--- config.mk ---
export PLATFORM = sky130hd
export DESIGN_NAME = ppwm_cfg_master
export DESIGN_NICKNAME = d
export VERILOG_FILES = /design/src/rtl/ppwm_cfg_master.sv
export SDC_FILE = /design/constraint.sdc
export NUM_CORES = 1
export LEC_CHECK = 0
export ABC_AREA = 1
export CAP_MARGIN = 20
export CORE_ASPECT_RATIO = 1.1
export CORE_MARGIN = 5
export CORE_UTILIZATION = 46
export DETAILED_ROUTE_END_ITERATION = 6
export PLACE_DENSITY = 0.85
export SLEW_MARGIN = 20
export SYNTH_ARGS = -nofsm -noshare
export SYNTH_HDL_FRONTEND = slang
export SYNTH_SLANG_ARGS = --single-unit
--- constraint.sdc ---
create_clock -name clk -period 2.25 [get_ports clk]
set_clock_uncertainty 0.05 [all_clocks]
set_input_delay 0.45 -clock clk [delete_from_list [all_inputs] [get_ports clk]]
set_output_delay 0.45 -clock clk [all_outputs]
set_load 0.02 [all_outputs]
--- src/rtl/ppwm_cfg_master.sv ---
// Bus initiator for the servo PWM register interface: turns one accepted command
// into one framed SETUP/STROBE/HOLD cycle on cs/wr/rd, then pulses a response.
module ppwm_cfg_master #(
  parameter int          STROBE_CYCLES = 2,
  parameter logic [7:0]  ADDR_LIMIT    = 8'h1C
) (
  input  logic        clk,
  input  logic        reset,
  input  logic        cmd_valid,
  output logic        cmd_ready,
  input  logic        cmd_write,
  input  logic [7:0]  cmd_addr,
  input  logic [31:0] cmd_data,
  output logic        rsp_valid,
  output logic        rsp_err,
  output logic [31:0] rsp_data,
  output logic        cs,
  output logic        wr,
  output logic        rd,
  output logic [7:0]  addr,
  output logic [31:0] d_out,
  input  logic [31:0] d_in
);

  typedef enum logic [2:0] {S_IDLE, S_SETUP, S_STROBE, S_HOLD, S_RESP} state_t;

  state_t      r_state, w_next;
  logic        r_write;
  logic [7:0]  r_addr;
  logic [31:0] r_data;
  logic [3:0]  r_cnt;
  logic        r_rsp_err;
  logic [31:0] r_rsp_data;
  logic        w_accept;
  logic        w_legal;
  logic        w_last;

  assign w_legal  = (cmd_addr[1:0] == 2'b00) && (cmd_addr <= ADDR_LIMIT);
  assign w_last   = (r_state == S_STROBE) && (r_cnt == 4'd0);
  assign rsp_err  = r_rsp_err;
  assign rsp_data = r_rsp_data;

  // NOTE: sequential state uses non-blocking assignments so every register
  // samples the pre-edge values, independent of statement order.
  always_ff @(posedge clk) begin
    if (reset) r_state <= S_IDLE;
    else       r_state <= w_next;
  end

  // NOTE: every output of this block gets a default first; a missing branch
  // assignment would otherwise infer a latch.
  always_comb begin
    w_next    = r_state;
    w_accept  = 1'b0;
    cmd_ready = 1'b0;
    rsp_valid = 1'b0;
    cs        = 1'b0;
    wr        = 1'b0;
    rd        = 1'b0;
    addr      = '0;
    d_out     = '0;
    unique case (r_state)
      S_IDLE: begin
        cmd_ready = ~reset;
        w_accept  = cmd_valid & ~reset;
        if (w_accept) w_next = w_legal ? S_SETUP : S_RESP;
      end
      S_SETUP: begin
        cs     = 1'b1;
        addr   = r_addr;
        d_out  = r_data;
        w_next = S_STROBE;
      end
      S_STROBE: begin
        cs    = 1'b1;
        addr  = r_addr;
        d_out = r_data;
        wr    = r_write;
        rd    = ~r_write;
        if (r_cnt == 4'd0) w_next = S_HOLD;
      end
      S_HOLD: begin
        cs     = 1'b1;
        addr   = r_addr;
        d_out  = r_data;
        w_next = S_RESP;
      end
      S_RESP: begin
        rsp_valid = 1'b1;
        w_next    = S_IDLE;
      end
      default: w_next = S_IDLE;
    endcase
  end

  // Command latches, strobe counter and response registers.
  always_ff @(posedge clk) begin
    if (reset) begin
      r_write    <= 1'b0;
      r_addr     <= '0;
      r_data     <= '0;
      r_cnt      <= '0;
      r_rsp_err  <= 1'b0;
      r_rsp_data <= '0;
    end else begin
      if (w_accept) begin
        r_write <= cmd_write;
        r_addr  <= cmd_addr;
        r_data  <= cmd_write ? cmd_data : '0;
        if (!w_legal) begin
          r_rsp_err  <= 1'b1;
          r_rsp_data <= '0;
        end
      end
      if (r_state == S_SETUP)
        r_cnt <= 4'(STROBE_CYCLES - 1);
      else if (r_state == S_STROBE && r_cnt != 4'd0)
        r_cnt <= r_cnt - 4'd1;
      if (w_last && !r_write)
        r_rsp_data <= d_in;
      if (r_state == S_HOLD) begin
        r_rsp_err <= 1'b0;
        if (r_write) r_rsp_data <= '0;
      end
    end
  end

endmodule

==> results of run 1 <==
## flip-flops by register name (all words and copies together) (netlist names)
name	cells
rsp_data	32
r_addr	8
r_data	32
r_cnt	4
rsp_err	1
r_write	1
r_state	3
## cell families after synthesis
logic type	Yosys count	share of synthesized area
simple gates	252	0.288
buf+inv	121	0.145
compound gates	83	0.119
flops	81	0.442
xor+xnor	1	0.00239
fa+ha+maj	1	0.00341
## metrics by stage
step                instance area, um2  instances  utilization
floorplan                         3670        539            -
global placement                  5250        778        0.670
detailed placement                5250        778        0.670
CTS                               5430        794        0.694
global route                      5350        794        0.683
finish                            5350        794        0.683
## repair_timing
item,CTS,global route
endpoints found under the setup margin,42,41
pin swaps,0,0
resized for setup,42,45
## critical path: cells and delay by family (launching register included)
family	cells	cell delay (ns)
DFF	1	0.35
and+or+nand+nor	2	0.25
buffers and inverters	2	0.71
## path summary, 6_finish.rpt
check / startpoint / slack (ns) / endpoint / cells past startpoint
hold / removal: rsp_err$_SDFFE_PP0P_ / 0.41 / rsp_err$_SDFFE_PP0P_ / 2
setup reg to reg: r_cnt[0]$_SDFFE_PP0P_ / 0.48 / rsp_data[1]$_SDFF_PP0_ / 8
setup / recovery: r_state[0]$_SDFFE_PP0P_ / 0.11 / rsp_valid / 4
hold reg to reg: rsp_err$_SDFFE_PP0P_ / 0.41 / rsp_err$_SDFFE_PP0P_ / 2
## cell type report
class / count / area (um2) / share of cell area
clock inverters: 5 / 85.1 / 0.0159
clock buffers: 11 / 151 / 0.0283
multi-input cells: 337 / 1520 / 0.284
inverters: 88 / 330 / 0.0618
well taps: 108 / 135 / 0.0253
repair buffers: 164 / 1500 / 0.281
flip-flops and latches: 81 / 1620 / 0.303
## power breakdown
part	switching [W]	internal (W)	total, W
combinational	0.000189	0.000197	0.000386
sequential	0.0000192	0.00147	0.00149
clock	0.000528	0.000694	0.00122
total	0.000736	0.00236	0.00310
## cells in the final DEF (no fill, tap or decap), types with 11 or more instances in the layout
cell and instances:
nor2_1 85, dfxtp_1 80, inv_1 86, clkbuf_2 22, dlygate4sd2_1 20, nand2_1 123
clkbuf_8 11, clkdlybuf4s50_1 111, nand3_1 36, a21oi_1 72
## per-layer routing
metal	routed length, um	part of all wire
met5	0	0
met4	135	0.014
met3	1040	0.11
met2	4660	0.47
met1	3990	0.41
==> flow_metrics.py, run 1 <==
metrics = {
    "outcome": {
        "outcome": "finished, final reports clean",
    },
    "timing": {
        "hold_viol_final": 0,
        "drv_slew": 0,
        "tns_ns": 0,
        "holdWs_ns": 0.410,
        "setup_slack_ns": 0.110,
        "setup-violations-final": 0,
        "max_freq_mhz": 467,
        "slew_headroom": 0.674,
        "rsz0062_at_grt": "no",
        "min_period_over_period": 0.951,
        "worst_pin_slew_ns": 0.490,
        "period_needed_ns": 2.14,
    },
    "clocking": {
        "root_buffer": "clkbuf_8",
        "post_cts_buffers": 0,
        "cts_hold_buf": 0,
        "h-tree-depth": 3,
        "cts_num_sinks": 81,
        "cts_buffers": 9,
        "clk_latency_ns": 0.34,
        "cts_tree": "built",
        "clkTransAtPathRegs_ns": 0.08,
        "clk_path_buf_depth": 2,
    },
    "placement": {
        "gp_congestion": 0.826,
        "place_ws_ns": 0.130,
        "dp_hpwl_um": 7200,
        "port_buffers": 153,
    },
    "worst_setup_path": {
        "crit_required_ns": 1.75,
        "worstPathMaxFanout": 4,
        "crit_path_start_kind": "register",
        "crit_type": "register to output port",
        "slowest_stage": "clkdlybuf4s50_1",
        "path_cells": "nor2_4 > inv_1 > nor2_1 > clkdlybuf4s50_1",
        "endpoint_kind": "output port",
        "slowest_delay_ns": 0.65,
        "worstPathArrival_ns": 1.64,
    },
    "die": {
        "die_x_um": 95.1,
        "dieArea_um2": 9860,
        "initial_utilization": 0.469,
        "io_pins": 154,
        "fp-row-count": 34,
        "dieHeight_um": 104,
        "coreArea_um2": 7830,
    },
    "global_routing": {
        "grt_pass1_vias": 3639,
        "grt_use_total": 0.200,
        "use_met3": 0.0580,
        "overflow": 0,
        "grt_max_degree": 46,
        "grt_busiest_layer": "met2",
        "antenna_found_initial": 0,
        "use_met1": 0.243,
        "grt_pass1_wl_um": 16200,
        "gr-usage-met2": 0.333,
    },
    "flow_run": {
        "maxCapViolCount": 0,
    },
    "cells_and_area": {
        "fill_cells": 701,
        "num_antenna_cells": 0,
        "area_growth_pct": 45.8,
        "final_layout_size_suffix_gt1_frac": 0.0860,
        "fin_nets": 758,
    },
    "synth": {
        "ys_async_sr_fraction": 0,
        "syn_nets": 616,
        "synth_area_um2": 3670,
        "synth.most_common_cell": "nand2_1",
        "synth_top_cell_area_share": 0.442,
        "synth_common_cells": "nand2_1 (123), inv_1 (86), nor2_1 (85)",
        "synth.area.top_cells": "dfxtp_1 (44%), nand2_1 (13%), a21oi_1 (9.8%), inv_1 (8.8%), nor2_1 (8.7%)",
        "synth_area_leader_cell": "dfxtp_1",
        "synth-edff-count": 0,
        "yosys_register_bits": 81,
        "synth_cell_types": 22,
        "synth.avg_cell_area_um2": 6.81,
        "yosys_warnings": 0,
        "yosysSeqAreaShare": 0.442,
        "synth-main-ff-cell": "dfxtp_1",
        "postSynthCellCount": 539,
    },
    "route": {
        "firstDrtPassIters": 5,
        "drc": 0,
        "routed_wl_um": 9820,
        "wire_per_inst_um": 12.4,
        "vias": 3738,
        "postRouteAntennaNets": 0,
        "first_iter_violations": 140,
        "routed_via_density": 4.71,
    },
    "worst_hold_path": {
        "hp-class": "register to register",
    },
    "power": {
        "irDropWorstVdd_mv": 0.294,
        "power_density_nw_per_um2": 580,
        "finalPower_w": 0.00310,
        "leakagePower_nw": 2.35,
    },
}
No activity file was read; power rests on OpenSTA's default activity.
==> run 2: changes to the inputs <==
--- a/config.mk
+++ b/config.mk
@@ -9,9 +9,9 @@
 export CAP_MARGIN = 20
 export CORE_ASPECT_RATIO = 1.1
 export CORE_MARGIN = 5
-export CORE_UTILIZATION = 46
+export CORE_UTILIZATION = 39
 export DETAILED_ROUTE_END_ITERATION = 6
-export PLACE_DENSITY = 0.85
+export PLACE_DENSITY = 0.76
 export SLEW_MARGIN = 20
 export SYNTH_ARGS = -nofsm -noshare
 export SYNTH_HDL_FRONTEND = slang
==> constraint.sdc (replaced) <==
create_clock -name clk -period 1.9 [get_ports clk]
set_clock_uncertainty 0.05 [all_clocks]
set_input_delay 0.38 -clock clk [delete_from_list [all_inputs] [get_ports clk]]
set_output_delay 0.38 -clock clk [all_outputs]
set_load 0.02 [all_outputs]
==> run 2 against run 1 <==
Compared with the run above: worst hold slack gained 0.0034 ns; combinational power grew 24%; largest power group unchanged; utilization shrank 9.4 points; global-route usage shrank 2.2 points; sequential share of layout area shrank 0.60 points; routed wire length grew 2.1%.
==> flow_metrics.py, run 2 (synthesis results as in run 1) <==
metrics = {
    "global_routing": {
        "antenna_found_initial": 0,
        "grt_use_total": 0.179,
        "grt_pass1_vias": 3749,
        "grt_max_degree": 46,
        "grt_pass1_wl_um": 16700,
        "overflow": 0,
    },
    "placement": {
        "gp_congestion": 0.799,
        "dpl_cell_area_um2": 5380,
        "port_buffers": 153,
        "dp_cells": 795,
        "dp_hpwl_um": 7320,
    },
    "cells_and_area": {
        "layout_common_cells": "nand2_1 (123), clkdlybuf4s50_1 (108), inv_1 (85), nor2_1 (80), dfxtp_1 (79)",
        "layout_commonest_cell": "nand2_1",
        "fin_util": 0.590,
        "fill_cells": 859,
        "instances_no_fill": 810,
        "final_layout_size_suffix_gt1_frac": 0.134,
        "fin_nets": 766,
        "num_antenna_cells": 0,
        "final_cell_area_um2": 5460,
        "area_growth_pct": 48.8,
    },
    "worst_setup_path": {
        "slowest_delay_ns": 0.36,
        "crit_type": "register to output port",
        "worstPathArrival_ns": 1.42,
        "endpoint_kind": "output port",
        "r2r_cells": 8,
        "crit_required_ns": 1.47,
        "crit_path_start_kind": "register",
        "slowest_stage": "dfxtp_2",
        "path_cells": "nor2_4 > nor2_2 > inv_2 > buf_12 > nor2_1 > buf_4",
        "worstPathMaxFanout": 40,
    },
    "clocking": {
        "cts_hold_buf": 0,
        "cts_tree": "built",
        "root_buffer": "clkbuf_8",
        "clk_path_buf_depth": 2,
        "clkTransAtPathRegs_ns": 0.08,
        "clk_latency_ns": 0.35,
        "h-tree-depth": 3,
        "cts_buffers": 9,
        "post_cts_buffers": 0,
        "cts_num_sinks": 81,
    },
    "power": {
        "power_density_nw_per_um2": 623,
        "leakagePower_nw": 2.36,
        "irDropWorstVdd_mv": 0.391,
    },
    "worst_hold_path": {
        "hp-class": "register to register",
        "hold_depth": 2,
    },
    "route": {
        "routed_wl_um": 10000,
        "routed_via_density": 4.58,
        "postRouteAntennaNets": 0,
        "drc": 0,
        "first_iter_violations": 101,
        "wire_per_inst_um": 12.4,
        "firstDrtPassIters": 4,
        "vias": 3710,
    },
    "die": {
        "die_x_um": 102,
        "io_pins": 154,
        "dieArea_um2": 11400,
        "initial_utilization": 0.396,
        "fp-row-count": 37,
        "coreArea_um2": 9260,
        "dieHeight_um": 112,
    },
    "timing": {
        "rsz0062_at_grt": "yes",
        "slew_headroom": 0.683,
        "setup-violations-final": 0,
        "tns_ns": 0,
        "holdWs_ns": 0.413,
        "period_needed_ns": 1.85,
        "drv_slew": 0,
        "hold_viol_final": 0,
        "max_freq_mhz": 542,
        "worst_pin_slew_ns": 0.475,
        "min_period_over_period": 0.971,
    },
    "flow_run": {
        "maxCapViolCount": 0,
    },
    "outcome": {
        "outcome": "finished, final reports clean",
    },
}
-- run 2: cell count changes in the layout (fill, tap and decap cells not counted), sizes merged --
cell and delta:
clkinv +3, buf +48, dlygate4sd2 -18, clkbuf -19
inv -2, bufinv -2, clkdlybuf4s50 -3, clkinvlp -1
clkdlybuf4s15 +1
-- run 2: cell type report --
cell class,instances,area [um2],share of cell area
Inverter,88,330,0.0605
Clock buffer,12,165,0.0302
Multi-Input combinational cell,337,1530,0.281
Sequential cell,81,1620,0.297
Tap cell,117,146,0.0268
Timing Repair Buffer,172,1650,0.302
Clock inverter,3,15.0,0.00275
-- run 2: where the power goes --
part / internal [W] / total (W) / switching [W]
Sequential: 0.00175 / 0.00177 / 0.0000217
Clock: 0.000568 / 0.00115 / 0.000586
Combinational: 0.000252 / 0.000480 / 0.000228
-- run 2: layer usage --
layer  GRT usage  wire length (um)  up-vias
met1       0.211              4160     1609
met3      0.0614              1040       20
met2       0.284              4590      140
met5           0                 0        -
met4      0.0910               239        0
li1            -                 -     1941
-- run 2: repair_timing --
item | in CTS | in global routing
pin swaps | 0 | 0
gates resized for setup | 190 | 27
endpoints found under the setup margin | 45 | 39
-- run 2: per-stage QoR --
| stage | setup WS, ns | power (W) |
|---|---|---|
| finish | 0.0545 | 0.00340 |
| global route | -0.0262 | 0.00357 |
| CTS | 0.00177 | 0.00344 |
| detailed placement | -0.131 | 0.00229 |
| global placement | -0.110 | 0.00228 |
| floorplan | 0.0270 | 0.00203 |
-- run 2: final timing paths --
path | start | to | slack, ns
hold reg to reg | rsp_err$_SDFFE_PP0P_ | rsp_err$_SDFFE_PP0P_ | 0.41
setup reg to reg | r_cnt[0]$_SDFFE_PP0P_ | rsp_data[4]$_SDFF_PP0_ | 0.22
setup / recovery | r_state[1]$_SDFFE_PP0P_ | d_out[11] | 0.05
hold / removal | rsp_err$_SDFFE_PP0P_ | rsp_err$_SDFFE_PP0P_ | 0.41
-- run 2: worst max-delay path, delay by kind of cell, from the launching register on --
kind,cells,cell delay [ns]
buf+inv,3,0.39
flops,1,0.36
simple gates,3,0.29
==> run 3: changes to the inputs <==
--- a/config.mk
+++ b/config.mk
@@ -11,7 +11,7 @@
 export CORE_MARGIN = 5
 export CORE_UTILIZATION = 39
 export DETAILED_ROUTE_END_ITERATION = 6
-export PLACE_DENSITY = 0.76
+export PLACE_DENSITY = 0.77
 export SLEW_MARGIN = 20
 export SYNTH_ARGS = -nofsm -noshare
 export SYNTH_HDL_FRONTEND = slang
==> run 3 against run 2 <==
Compared with the run above: flip-flop and latch count is the same; via count grew 2.4%; register-to-register slack gained 0.02 ns; sequential power is essentially flat; non-clock buffer count grew 5; clock power is essentially flat; count of clock-buffer cells in the layout shrank 1; critical path depth shrank 1; combinational power grew 3%; largest cell class unchanged; highest routed layer unchanged; critical endpoint is now rd; die area is the same; largest power group unchanged.
==> flow_metrics.py, run 3 (synthesis results as in run 1) <==
metrics = {
    "clocking": {
        "cts_num_sinks": 81,
        "h-tree-depth": 3,
        "clkTransAtPathRegs_ns": 0.08,
        "cts_buffers": 9,
        "clk_latency_ns": 0.35,
        "root_buffer": "clkbuf_8",
        "post_cts_buffers": 0,
        "clk_path_buf_depth": 2,
        "cts_tree": "built",
    },
    "route": {
        "wire_per_inst_um": 12.7,
        "first_iter_violations": 102,
        "vias": 3799,
        "routed_via_density": 4.66,
        "postRouteAntennaNets": 0,
        "drc": 0,
        "firstDrtPassIters": 4,
        "routed_wl_um": 10300,
    },
    "timing": {
        "rsz0062_at_grt": "yes",
        "slew_headroom": 0.726,
        "min_period_over_period": 0.958,
        "max_freq_mhz": 549,
        "hold_viol_final": 0,
        "setup-violations-final": 0,
        "worst_pin_slew_ns": 0.412,
        "holdWs_ns": 0.403,
        "period_needed_ns": 1.82,
        "drv_slew": 0,
    },
    "worst_setup_path": {
        "path_cells": "buf_4 > inv_2 > nand4_2 > inv_1 > clkdlybuf4s15_1",
        "slowest_delay_ns": 0.33,
        "crit_path_start_kind": "register",
        "reg2reg_slack_ns": 0.24,
        "crit_type": "register to output port",
        "r2r-start": "r_cnt[0]$_SDFFE_PP0P_",
        "slowest_stage": "dfxtp_1",
        "worstPathArrival_ns": 1.39,
        "crit_required_ns": 1.47,
        "r2r_cells": 8,
        "startpoint": "r_state[2]$_SDFFE_PP0P_",
        "r2r-end": "rsp_data[31]$_SDFF_PP0_",
        "endpoint_kind": "output port",
        "worstPathMaxFanout": 6,
    },
    "outcome": {
        "outcome": "finished, final reports clean",
    },
    "cells_and_area": {
        "area_growth_pct": 50.6,
        "fin_nets": 771,
        "layout_common_cells": "nand2_1 (123), clkdlybuf4s50_1 (108), inv_1 (85), dfxtp_1 (79), a21oi_1 (72)",
        "final_layout_size_suffix_gt1_frac": 0.152,
        "layout_commonest_cell": "nand2_1",
        "fin_util": 0.597,
        "final-seq-area_um2": 1620,
        "final_cell_area_um2": 5530,
        "multi_input_area_um2": 1560,
        "fill_cells": 843,
        "num_antenna_cells": 0,
    },
    "power": {
        "irDropWorstVdd_mv": 0.338,
        "leakagePower_nw": 2.39,
        "finalPower_w": 0.00344,
        "power_density_nw_per_um2": 623,
    },
    "die": {
        "die_x_um": 102,
        "dieHeight_um": 112,
        "fp-row-count": 37,
        "initial_utilization": 0.396,
        "dieArea_um2": 11400,
        "io_pins": 154,
        "coreArea_um2": 9260,
    },
    "worst_hold_path": {
        "hp-class": "register to register",
        "hold_depth": 2,
        "hold_start": "rsp_err$_SDFFE_PP0P_",
        "whs_endpoint": "rsp_err$_SDFFE_PP0P_",
    },
    "global_routing": {
        "grt_max_degree": 60,
        "antenna_found_initial": 0,
        "grt_pass1_wl_um": 16300,
        "overflow": 0,
        "grt_use_total": 0.174,
        "grt_pass1_vias": 3712,
    },
    "placement": {
        "dpl_cell_area_um2": 5400,
        "dp_hpwl_um": 7240,
        "port_buffers": 153,
        "gp_congestion": 0.802,
    },
    "flow_run": {
        "maxCapViolCount": 0,
    },
}
## run 3: cell count changes in the layout (fill, tap and decap cells not counted), moves of 2 or more
cell      before  now
nor2_1        80   71
nor2_2         5   13
buf_2          1    6
clkbuf_8      12    9
buf_4         51   49
clkbuf_1       0    2
## run 3: routing by layer
metal / wire, um / vias to the layer above / global-route usage / part of all wire
li1: - / 1947 / - / -
met1: 4250 / 1693 / 0.201 / 0.41
met2: 4760 / 146 / 0.286 / 0.46
met3: 1140 / 13 / 0.0627 / 0.11
met4: 160 / 0 / 0.0726 / 0.016
met5: 0 / - / 0 / 0
## run 3: metrics by stage
stage | setup TNS, ns | cells | setup slack, ns
6_report | 0 | 815 | 0.0796
5_1_grt | -0.129 | 815 | -0.0169
4_1_cts | 0 | 813 | 0.000450
3_5_place_dp | -4.00 | 798 | -0.142
3_3_place_gp | -3.68 | 798 | -0.142
2_1_floorplan | 0 | 539 | 0.0270
## run 3: layout make-up
type,count,area share
Tap cell,117,0.0265
Timing Repair Buffer,177,0.306
Inverter,88,0.0598
Sequential cell,81,0.294
Clock inverter,4,0.00815
Multi-Input combinational cell,337,0.282
Clock buffer,11,0.0238
## run 3: critical path, delay by kind of cell (launching register included)
kind,cells,cell delay (ns)
buf+inv,4,0.60
flops,1,0.33
simple gates,1,0.11
## run 3: timing repair
item | CTS | global route
gates cloned | 0 | 2
hold buffers | 0 | 0
pin swaps | 0 | 1
resized for setup | 169 | 55
setup endpoints to repair | 45 | 44
## run 3: worst max path at each step
| stage | to | slack (ns) | depth (start not counted) |
|---|---|---|---|
| after floorplan | addr[0] | 0.03 | 5 |
| after global placement | cmd_ready | -0.14 | 3 |
| after detailed placement | cmd_ready | -0.14 | 3 |
| after CTS | d_out[30] | 0.0004 | 6 |
| after global routing | d_out[16] | -0.02 | 6 |
| final | rd | 0.08 | 5 |
## run 3: power breakdown
part	internal (W)	switching, W
Sequential	0.00175	0.0000225
Combinational	0.000261	0.000234
Clock	0.000595	0.000585
==> RTL edit (settings of run 2) <==
The 5 states of `state_t` get a one-hot encoding in 5 bits.
--- a/src/rtl/ppwm_cfg_master.sv
+++ b/src/rtl/ppwm_cfg_master.sv
@@ -23,5 +23,5 @@
 );
 
-  typedef enum logic [2:0] {S_IDLE, S_SETUP, S_STROBE, S_HOLD, S_RESP} state_t;
+  typedef enum logic [4:0] {S_IDLE = 5'b00001, S_SETUP = 5'b00010, S_STROBE = 5'b00100, S_HOLD = 5'b01000, S_RESP = 5'b10000} state_t;
 
   state_t      r_state, w_next;
Function: no difference found for any inputs over 10 cycles, from zero or initial values and one cycle with reset high; not proved beyond that.
==> RTL edit against run 2 <==
The run now ends with negative setup slack left; via count increased by 13%; final area grew 13%; routed wire length grew 23%; synthesized cell count shrank 0.93%; count of clock-buffer cells in the layout fell by 1; non-clock buffer count increased by 16; worst setup slack got worse by 210 ps; sequential cell count grew 2; synthesized area grew 5.2%; die area is 4.7% higher; critical path type unchanged.
Power is not compared: it rests on default switching activity, and its combinational part moved more than twofold at a synthesized area within 25%.
==> RTL edit: results (changes against run 2) <==
Setup-failing EPs final 41 (was 0); worst r2r path cells 9 (was 8); initial DRC count 219 (was 101); Worst-path clk slew 80 ps (about the same); Async SR Flop Fraction 0% (unchanged); first-pass GRT wire length 19.6 mm (was 16.7 mm); Final HPWL DP 8.09 mm (was 7.32 mm); H-tree levels 3 (unchanged); final worst setup slack -155 ps (was 54.5 ps); fill count 835 (was 859); placed cell areas 0.00568 mm2 (was 0.00538 mm2); share of layout cells above drive strength 1 21.8% (was 13.4%); routed vias/inst 5.16 (was 4.58); largest net degree at the start of global routing 34 (was 46); CP endpoint d_out[31] (was d_out[11]); TritonRoute pass-1 iters 6 (was 4); synth top area cells dfxtp_1 43%, nand2_1 10%, a21oi_1 9.2% (was dfxtp_1 44%, nand2_1 13%, a21oi_1 9.8%); WL/cell 15.2 um (was 12.4 um); Tot GR Track Use 19.5% (was 17.9%); synth unique cells 28 (was 22); Commonest cells post-synth 106 x nand2_1, 83 x dfxtp_1, 71 x a21oi_1 (was 123 x nand2_1, 86 x inv_1, 85 x nor2_1); Final Wtd Congestion 0.864 (was 0.799); violated checks negative setup slack; final setup TNS -5420 ps (was 0 ps); max_slew headroom 78.0% (was 68.3%); status finished with violations (was finished clean); vias in the first global route 4140 (was 3749); register area share after synthesis 43.1% (was 44.2%); Final nets 767 (was 766); Worst Setup SP r_state[2] (was r_state[1]); initial antenna violation count 0 (unchanged); post-place setup slack -303 ps (was -131 ps); r2r endpoint r_data[3] (was rsp_data[4]); reg2reg start r_state[0] (was r_cnt[0]); syn_nets 611 (was 616); Critical Path Fanout Max 21 (was 40); Critical Path AT 1620 ps (was 1420 ps)
[RTL edit: changes by cell type in the layout (fill, tap and decap cells not counted), moves of 6 or more]
cell / run 2 / this run
nor2_1: 80 / 37
inv_1: 85 / 47
nand4_1: 0 / 36
buf_6: 0 / 30
a21boi_2: 0 / 28
nand2_1: 123 / 105
buf_4: 51 / 37
nand3_1: 36 / 46
o31ai_1: 8 / 0
a21boi_1: 0 / 6
a21boi_4: 0 / 6
[RTL edit: worst max-delay path, cell delays in order, from the launching register on]
cell	delay, ps
dfxtp_4	370
nor2_4	120
nand4_1	110
buf_4	180
buf_16	170
a21boi_2	180
buf_6	130
[RTL edit: cell families (layout without fill, tap and decap cells)]
group	after synthesis	count (layout)	synth area share, %
adders and majority gates	1	1	0.324
xor gates and xnor gates	2	2	0.454
buffers and inverters	93	253	10.3
and+or+nand+nor	241	241	28.4
AOI/OAI and AO/OA	114	114	17.5
DFF	83	83	43.1
[RTL edit: timing repair]
action | 4_1_cts | 5_1_grt
gates resized for setup | 338 | 49
setup buffers | 2 | 0
gates cloned | 1 | 2
setup endpoints to repair | 45 | 45
hold buffers | 0 | 0
pin swaps | 15 | 13
[RTL edit: power breakdown]
group,switching (mW),internal (mW)
logic,0.855,0.691
clock network,0.620,0.670
registers,0.0966,1.89
total,1.57,3.25
[RTL edit: layout make-up]
class | instances | area [um2] | share of cell area (%)
multi-input combinational | 358 | 2010 | 32.6
timing repair buffer | 188 | 1950 | 31.6
sequential | 83 | 1670 | 27.1
inverter | 50 | 188 | 3.04
clock buffer | 11 | 151 | 2.45
tap | 120 | 150 | 2.43
clock inverter | 4 | 50.0 | 0.810
[RTL edit: worst min-delay path by stage]
stage | start | end | slack, ps | cells after the start
2_1_floorplan | r_addr[0] | r_addr[0] | 390 | 2
3_3_place_gp | rsp_err | rsp_err | 390 | 2
3_5_place_dp | rsp_err | rsp_err | 400 | 2
4_1_cts | rsp_err | rsp_err | 410 | 2
5_1_grt | r_data[6] | r_data[6] | 430 | 2
6_report | rsp_err | rsp_err | 400 | 2
[RTL edit: metal layers]
layer	part of all wire, %	up-vias	GRT usage, %
met2	46	198	31.4
met5	0	-	0
met1	43	1896	24.3
li1	-	2079	-
met3	8.7	25	5.81
met4	2.2	0	8.01
[RTL edit: stage by stage]
| stage | std cells | total power, mW |
|---|---|---|
| 2_1_floorplan | 534 | 2.78 |
| 3_3_place_gp | 794 | 3.38 |
| 3_5_place_dp | 794 | 3.41 |
| 4_1_cts | 812 | 4.76 |
| 5_1_grt | 814 | 5.07 |
| 6_report | 814 | 4.82 |
